`src/rtl/led_pkg.sv`:
```
// rtl/led_pkg.sv - Mode encodings, strobe-rate constants and helpers shared by the LED hold bank
package led_pkg;

    typedef enum logic [1:0] {
        LED_OFF   = 2'b00,
        LED_HOLD  = 2'b01,
        LED_BLINK = 2'b10,
        LED_LATCH = 2'b11
    } led_mode_t;

    // Divider targets for the board tick generator that feeds tick_1s / tick_blink
    localparam int unsigned LED_CLK_HZ          = 50_000_000;
    localparam int unsigned LED_SEC_STROBE_HZ   = 1;
    localparam int unsigned LED_BLINK_STROBE_HZ = 4;
    localparam int unsigned LED_SEC_DIV         = LED_CLK_HZ / LED_SEC_STROBE_HZ;
    localparam int unsigned LED_BLINK_DIV       = LED_CLK_HZ / LED_BLINK_STROBE_HZ;

    function automatic logic led_is_timed(input led_mode_t m);
        return (m == LED_HOLD) || (m == LED_BLINK);
    endfunction

endpackage

```
`src/rtl/led_hold_chan.sv`:
```
// rtl/led_hold_chan.sv - One LED channel: hold counter, latch, blink toggle and expiry pulse
module led_hold_chan
    import led_pkg::*;
#(
    parameter int CNT_W      = 8,
    parameter int HOLD_TICKS = 3,
    parameter bit RETRIGGER  = 1'b1
) (
    input  logic      clk,
    input  logic      reset_n,
    input  logic      tick_1s,
    input  logic      tick_blink,
    input  logic      event_pulse,
    input  logic      clear,
    input  led_mode_t mode,
    output logic      led,
    output logic      active,
    output logic      expire
);

    generate
        if (HOLD_TICKS < 1 || HOLD_TICKS > (2 ** CNT_W) - 1) begin : g_bad_hold
            $error("led_hold_chan: HOLD_TICKS out of range for CNT_W");
        end
    endgenerate

    localparam logic [CNT_W-1:0] HOLD_LOAD = CNT_W'(HOLD_TICKS);
    localparam logic [CNT_W-1:0] CNT_ONE   = CNT_W'(1);

    logic [CNT_W-1:0] count_q, count_d;
    logic             latch_q, latch_d;
    logic             led_q, led_d;
    logic             expire_q, expire_d;
    led_mode_t        mode_q;
    logic             idle;
    logic             accept;
    logic             mode_chg;

    always_ff @(posedge clk or negedge reset_n) begin
        if (!reset_n) begin
            count_q  <= '0;
            latch_q  <= 1'b0;
            led_q    <= 1'b0;
            expire_q <= 1'b0;
            mode_q   <= LED_OFF;
        end else begin
            count_q  <= count_d;
            latch_q  <= latch_d;
            led_q    <= led_d;
            expire_q <= expire_d;
            mode_q   <= mode;
        end
    end

    always_comb begin
        count_d  = count_q;
        latch_d  = latch_q;
        led_d    = led_q;
        expire_d = 1'b0;
        idle     = (count_q == '0) && !latch_q;
        accept   = event_pulse && (idle || RETRIGGER);
        mode_chg = (mode != mode_q);

        if (mode == LED_OFF || clear) begin
            count_d = '0;
            latch_d = 1'b0;
            led_d   = 1'b0;
        end else if (accept) begin
            // An accepted reload also swallows a coincident tick_1s
            led_d = 1'b1;
            if (mode == LED_LATCH) begin
                latch_d = 1'b1;
            end else begin
                count_d = HOLD_LOAD;
                latch_d = 1'b0;
            end
        end else if (!led_is_timed(mode)) begin
            // LATCH: counter frozen, led follows whatever keeps the channel active
            led_d = latch_q || (count_q != '0);
        end else begin
            latch_d = 1'b0;
            if (count_q == '0) begin
                led_d = 1'b0;
            end else if (tick_1s && count_q == CNT_ONE) begin
                count_d  = '0;
                led_d    = 1'b0;
                expire_d = 1'b1;
            end else begin
                if (tick_1s) begin
                    count_d = count_q - CNT_ONE;
                end
                if (mode == LED_HOLD || mode_chg) begin
                    led_d = 1'b1;
                end else if (tick_blink) begin
                    led_d = !led_q;
                end
            end
        end
    end

    assign led    = led_q;
    assign expire = expire_q;
    assign active = (count_q != '0) || latch_q;

endmodule

```
`src/rtl/led_hold_bank.sv`:
```
// rtl/led_hold_bank.sv - N independent LED hold/blink/latch channels driven by shared strobes
module led_hold_bank
    import led_pkg::*;
#(
    parameter int N_CH       = 4,
    parameter int CNT_W      = 8,
    parameter int HOLD_TICKS = 3,
    parameter bit RETRIGGER  = 1'b1
) (
    input  logic              clk,
    input  logic              reset_n,
    input  logic              tick_1s,
    input  logic              tick_blink,
    input  logic [N_CH-1:0]   event_pulse,
    input  logic [N_CH-1:0]   clear,
    input  logic [2*N_CH-1:0] mode,
    output logic [N_CH-1:0]   led,
    output logic [N_CH-1:0]   active,
    output logic [N_CH-1:0]   expire
);

    generate
        if (N_CH < 1 || N_CH > 16) begin : g_bad_nch
            $error("led_hold_bank: N_CH must be 1..16");
        end

        for (genvar i = 0; i < N_CH; i++) begin : g_ch
            led_hold_chan #(
                .CNT_W      (CNT_W),
                .HOLD_TICKS (HOLD_TICKS),
                .RETRIGGER  (RETRIGGER)
            ) u_chan (
                .clk         (clk),
                .reset_n     (reset_n),
                .tick_1s     (tick_1s),
                .tick_blink  (tick_blink),
                .event_pulse (event_pulse[i]),
                .clear       (clear[i]),
                .mode        (led_mode_t'(mode[2*i +: 2])),
                .led         (led[i]),
                .active      (active[i]),
                .expire      (expire[i])
            );
        end
    endgenerate

endmodule

```
`config.mk`:
```
export PLATFORM = sky130hd
export DESIGN_NAME = led_hold_bank
export DESIGN_NICKNAME = d
export VERILOG_FILES = /design/src/rtl/led_pkg.sv /design/src/rtl/led_hold_chan.sv /design/src/rtl/led_hold_bank.sv
export SDC_FILE = /design/constraint.sdc
export NUM_CORES = 1
export LEC_CHECK = 0
export ABC_CLOCK_PERIOD_IN_PS = 6100
export BUFFER_PORTS_ARGS = -buffer_cell sky130_fd_sc_hd__buf_2
export CAP_MARGIN = 30
export CELL_PAD_IN_SITES_DETAIL_PLACEMENT = 0
export CELL_PAD_IN_SITES_GLOBAL_PLACEMENT = 1
export CORE_MARGIN = 2
export CORE_UTILIZATION = 40
export CTS_CLUSTER_DIAMETER = 60
export DETAILED_ROUTE_END_ITERATION = 6
export PLACE_DENSITY_LB_ADDON = 0.1
export SLEW_MARGIN = 0
export SYNTH_ARGS = -nofsm -noshare
export SYNTH_HDL_FRONTEND = slang
export SYNTH_SLANG_ARGS = --single-unit
```
`constraint.sdc`:
```
create_clock -name clk -period 6.1 [get_ports clk]
set_input_delay 0.915 -clock clk [delete_from_list [all_inputs] [get_ports clk]]
set_output_delay 0.915 -clock clk [all_outputs]
set_load 0.01 [all_outputs]
```
# == Yosys cells after proc, flatten, opt, wreduce, memory -nomap -nowiden ==
# Index checks and enable logic that the tools add are counted.
# word_totals
input_bits,20
regBits,52
out_inout_bits,12
elab_cells,196
# classes
add_sub_neg,4
n_eq_ne,32
n_reduce_logical,48
muxes,92
# op_table
operator,n
$mux W8,28
$mux W1,64
$eq A8 B1 Y1 const B,4
$logic_not A8 Y1,4
$reduce_bool A8 Y1,4
$sub A8 B1 Y8 const B,4
$ne A7 B6 Y1 const B,4
$ne A3 B2 Y1 const B,8
$eq A2 B2 Y1 const B,8
$logic_or A1 B1 Y1,16
$reduce_and A4 Y1,4
$reduce_bool A4 Y1,4
$reduce_bool A3 Y1,4
$eq A2 B1 Y1 const B,4
$logic_not A2 Y1,4
$ne A2 B2 Y1,4
$logic_and A1 B1 Y1,4
$logic_not A1 Y1,4

# == Depth between registers and ports, before layout ==
# logic_depth
ltp_word,8
ltp_mapped,8
mapped_depth_nobuf,7

# == Cells and area by module ==
# Synthesis repeated with hierarchy kept, for this count alone.
# hier_totals
hier_cells,337
hier_area_um2,3315.7
# modules_own_cells
mod,instances,cells_per_inst,area_per_inst_um2,seq_area_each_um2
led_hold_chan (g_ch[0].u_chan ...),3,85,834.6,325.3
led_hold_chan (g_ch[3].u_chan),1,82,812.0,325.3

# == Least setup slack after synthesis ==
# OpenSTA, ideal clock, no wires.
# synth_timing
path_kind,register to output
start,register g_ch[3].u_chan.count_q[3]
end,output active[3]
required_ps,5185
path_stages_with_launch,5
arrival_time_ps,1843
n_path_buf,1
slack_ps,3342
cell_sequence,dfrtp_1 or4_4 or4b_4 or2_2 buf_4
# synth_via
elab_chain_len,2
# synth_rtl
element,line_no,text
from (decl),led_hold_chan.sv:30,"logic [CNT_W-1:0] count_q, count_d;"
from (signal assigned),led_hold_chan.sv:47,count_q <= count_d;
$reduce_bool A8 Y1,led_hold_chan.sv:103,assign active = (count_q != '0) || latch_q;
$logic_or A1 B1 Y1,led_hold_chan.sv:103,
to (decl),led_hold_bank.sv:18,"output logic [N_CH-1:0] active,"
# Every way passes these cells.

# == Final worst setup path ==
# Same ends and word-level chain as after synthesis.

==> results.txt <==
The worst clock skew is 0.00394 ns. Fill cells in the final layout number 780. The number of antenna violations at the first check in global routing was 0. After detailed routing, the number of vias per cell comes to 5.35.

In this run the worst hold path is classified as register to register. The routed length per placed instance was 14.1 um. The post-synthesis average cell area works out to 9.45 um^2. The first TritonRoute pass finished after 6 iterations. Setup repair after global routing left no endpoint under its margin. The final setup violation count was 0. The fraction of layout cells with a size suffix above 1 was 0.165. Along the worst path, the maximum fanout reaches 5. The logs give 6560 um for the final routed wirelength across all metal layers and 0 for the post-detailed-route count of antenna-violating nets. For this run, the leading register cell type out of synthesis is sky130_fd_sc_hd__dfrtp_1. The number of sinks handled by clock tree synthesis is 52.

The total global routing track utilization came out at 0.155. The signal on the critical path passes through or4_4 -> or4b_4 -> or2_2 -> buf_2. The clock-pin slew of the registers on the worst-case setup and hold paths came out at 0.09 ns. The HPWL after detailed placement is 4770 um. The root buffer cell chosen for the clock tree is sky130_fd_sc_hd__clkbuf_8.

For this design, the CTS-stage hold fixing added 0 buffers. Clock latency on the worst-skew pair, taken at its later pin, is 0.30 ns. The core region is 0.00781 mm^2. Power spread over the standard cell area amounts to 249 mW/mm^2. In this run the static leakage power is 0.00163 uW. Net count reported at finish: 407.

The run finished with clean final reports. The fraction of synthesis flops using an asynchronous set or reset pin is 1.00, and the register cell area after layout is 0.00130 mm^2. The run gives 458 as the total placed cells including tap cells. The hold violation total from the final report was 0.

The die height came out at 94.0 um. The count of final max-slew check failures is 0, and the horizontal extent of the die is 94.0 um. Leaving out fill and tap cells, the most frequent cell in the layout is sky130_fd_sc_hd__dfrtp_1. The full die area came out at 0.00884 mm^2. The worst path arrival time came out at 2.20 ns.

Net count after synthesis: 387. The slowest stage of the critical path belongs to the cell sky130_fd_sc_hd__or4_4. TritonCTS built the clock tree. Relative to the synthesized area, the layout overhead comes to 8.22%. The global route total overflow came out at 0. Path type of the worst setup path: register to output port. The logs give 2 for the H-tree depth reported by CTS and 0.347 for the worst slew margin relative to its limit.

The count of buffers added on input and output ports is 31. Across the run, the number of max-cap violations was 0. The via count of the first global-routing pass was 2272.

sky130_fd_sc_hd__dfrtp_1 takes more of the synthesized area than any other cell. For the pin with the worst max-slew slack, the measured transition is 0.980 ns. In the routed design, unresolved DRC markers number 0. The repair_antennas step left the layout with diodes totalling 0. The routability-driven placement congestion ratio was 0.788; the worst supply voltage drop on vdd was 0.127 mV. The tools report the buffer count from post-CTS setup fixing as 0. By area the synthesized netlist is led by sky130_fd_sc_hd__dfrtp_1 40%, sky130_fd_sc_hd__ha_1 9.3%, sky130_fd_sc_hd__nor2_1 3.5%. The completed layout was analyzed and its total power is 873 uW. The number of register bits inferred by synthesis is 52. For the finished layout, the period the worst path requires is 3.11 ns. For this design the top-level I/O count stands at 32.

Derived from the worst setup path, the maximum achievable clock frequency is 321 MHz. The tools report the type of origin of the critical path as a register. Counting flops with a built-in enable in the synthesized netlist gives 0.

In the layout the commonest cells are 52 x sky130_fd_sc_hd__dfrtp_1, 31 x sky130_fd_sc_hd__buf_2, 30 x sky130_fd_sc_hd__nor2_1, 25 x sky130_fd_sc_hd__inv_1, 24 x sky130_fd_sc_hd__ha_1. Summing all multi-input logic gate instances after layout gives 0.00171 mm^2. Yosys mapped the design onto 51 distinct sky130hd cell types. The logs give 343 for the post-synthesis instance total and 53 for the largest net degree at the start of global routing. The Yosys step of the flow raised 0 warnings. The count of cells in the finished layout, fillers not included, comes to 466. The starting density of the core came out at 0.415.

The fraction of the cycle the final worst path needs is 0.511, and the worst hold-check slack is 0.511 ns. In this design, the stage delay of the slowest critical-path cell is 0.56 ns. The mapped netlist covers 0.00324 mm^2. Number of buffers on the longest clock path: 2. In the final timing run, aggregate negative setup slack is 0 ns. In this run, CTS created clock tree buffers numbering 5. The number of instances resized during post-cts repair was 0; the row count was 32. The detailed router finished its first iteration with 78 violations.

STA classifies the critical path endpoint as an output port. Fraction of synthesized cell area taken by the top area cell type: 0.402. The wire length of the first global-routing pass is 11100 um, and the required time at the endpoint of the critical path is 5.18 ns.

The logs give 2492 for the detailed-route via count and 0.402 for the portion of the post-synthesis area used by sequential elements.
==> per-stage QoR <==
stage,util,instance area [um^2],worst slack (ns)
5_1_grt,0.449,3510,2.91
2_1_floorplan,-,3240,3.34
3_3_place_gp,0.435,3400,3.30
4_1_cts,0.449,3510,2.96
6_report,0.449,3510,2.99
3_5_place_dp,0.435,3400,3.26
==> per-layer routing <==
metal | vias up | routed length, um | global-route usage | part of all wire
li1 | 1253 | - | - | -
met1 | 1187 | 3380 | 0.227 | 0.52
met2 | 47 | 2870 | 0.239 | 0.44
met3 | 5 | 254 | 0.0297 | 0.039
met4 | 0 | 51 | 0.0326 | 0.0078
met5 | - | 0 | 0 | 0
==> power breakdown <==
group	leakage [uW]	total [uW]	internal, uW	switching [uW]
logic	0.000887	244	107	138
clock network	0.0000552	237	122	114
registers	0.000687	392	369	23.5
==> layout make-up <==
class,instances,area share
clock buffers,6,0.0207
well taps,102,0.0364
repair buffers,32,0.0464
multi-input cells,247,0.489
inverters,25,0.0268
flip-flops and latches,52,0.371
clock inverters,2,0.00999
==> worst paths after layout <==
kind                       slack, ns                             startpoint  depth (start not counted)                               endpoint
max                             2.99  g_ch[3].u_chan.count_q[3]$_DFFE_PN0P_                          4                              active[3]
min                             0.51  g_ch[3].u_chan.count_q[1]$_DFFE_PN0P_                          1  g_ch[3].u_chan.count_q[1]$_DFFE_PN0P_
max reg2reg                     3.75  g_ch[1].u_chan.count_q[4]$_DFFE_PN0P_                          5  g_ch[1].u_chan.count_q[6]$_DFFE_PN0P_
min reg2reg                     0.51  g_ch[3].u_chan.count_q[1]$_DFFE_PN0P_                          1  g_ch[3].u_chan.count_q[1]$_DFFE_PN0P_
max in group asynchronous       4.92                                reset_n                          2        g_ch[0].u_chan.expire$_DFF_PN0_
min in group asynchronous       0.72                                reset_n                          2     g_ch[3].u_chan.latch_q$_DFFE_PN0N_
==> cell usage after synthesis (5+ instances only) <==
cell and n:
sky130_fd_sc_hd__dfrtp_1 52, sky130_fd_sc_hd__nor2_1 30, sky130_fd_sc_hd__inv_1 25, sky130_fd_sc_hd__ha_1 24, sky130_fd_sc_hd__a21oi_1 20, sky130_fd_sc_hd__nand2_1 17
sky130_fd_sc_hd__o21ai_0 13, sky130_fd_sc_hd__buf_4 12, sky130_fd_sc_hd__xnor2_1 11, sky130_fd_sc_hd__xor2_1 11, sky130_fd_sc_hd__or4_1 9, sky130_fd_sc_hd__nor4_1 8
sky130_fd_sc_hd__or3_2 8, sky130_fd_sc_hd__nand2b_1 7, sky130_fd_sc_hd__or3_1 7, sky130_fd_sc_hd__a31oi_1 6, sky130_fd_sc_hd__nor3_1 6, sky130_fd_sc_hd__o21ai_1 6
sky130_fd_sc_hd__or2_2 6, sky130_fd_sc_hd__clkbuf_1 5, sky130_fd_sc_hd__nand3_1 5
==> flip-flops by register name, indices dropped and copies added (netlist names) <==
| signal | count |
|---|---|
| g_ch.u_chan.led | 4 |
| g_ch.u_chan.expire | 4 |
| g_ch.u_chan.mode_q | 8 |
| g_ch.u_chan.latch_q | 4 |
| g_ch.u_chan.count_q | 32 |
==> worst max-delay path: cells and delay by family (launching register included) <==
kind                   cells  cell delay [ns]
buffers and inverters      1             0.14
flip-flops                 1             0.41
AND/OR/NAND/NOR            3             1.35
==> cells by family (layout without fill, tap and decap cells) <==
logic type      after synthesis  after routing  synth area share
compound gates               74             74             0.153
xor+xnor                     22             22            0.0595
fa+ha+maj                    24             24            0.0927
buf+inv                      44             65            0.0695
flops                        52             52             0.402
mux                           1              1           0.00347
simple gates                126            126             0.220
No activity file was read; power rests on OpenSTA's default activity.
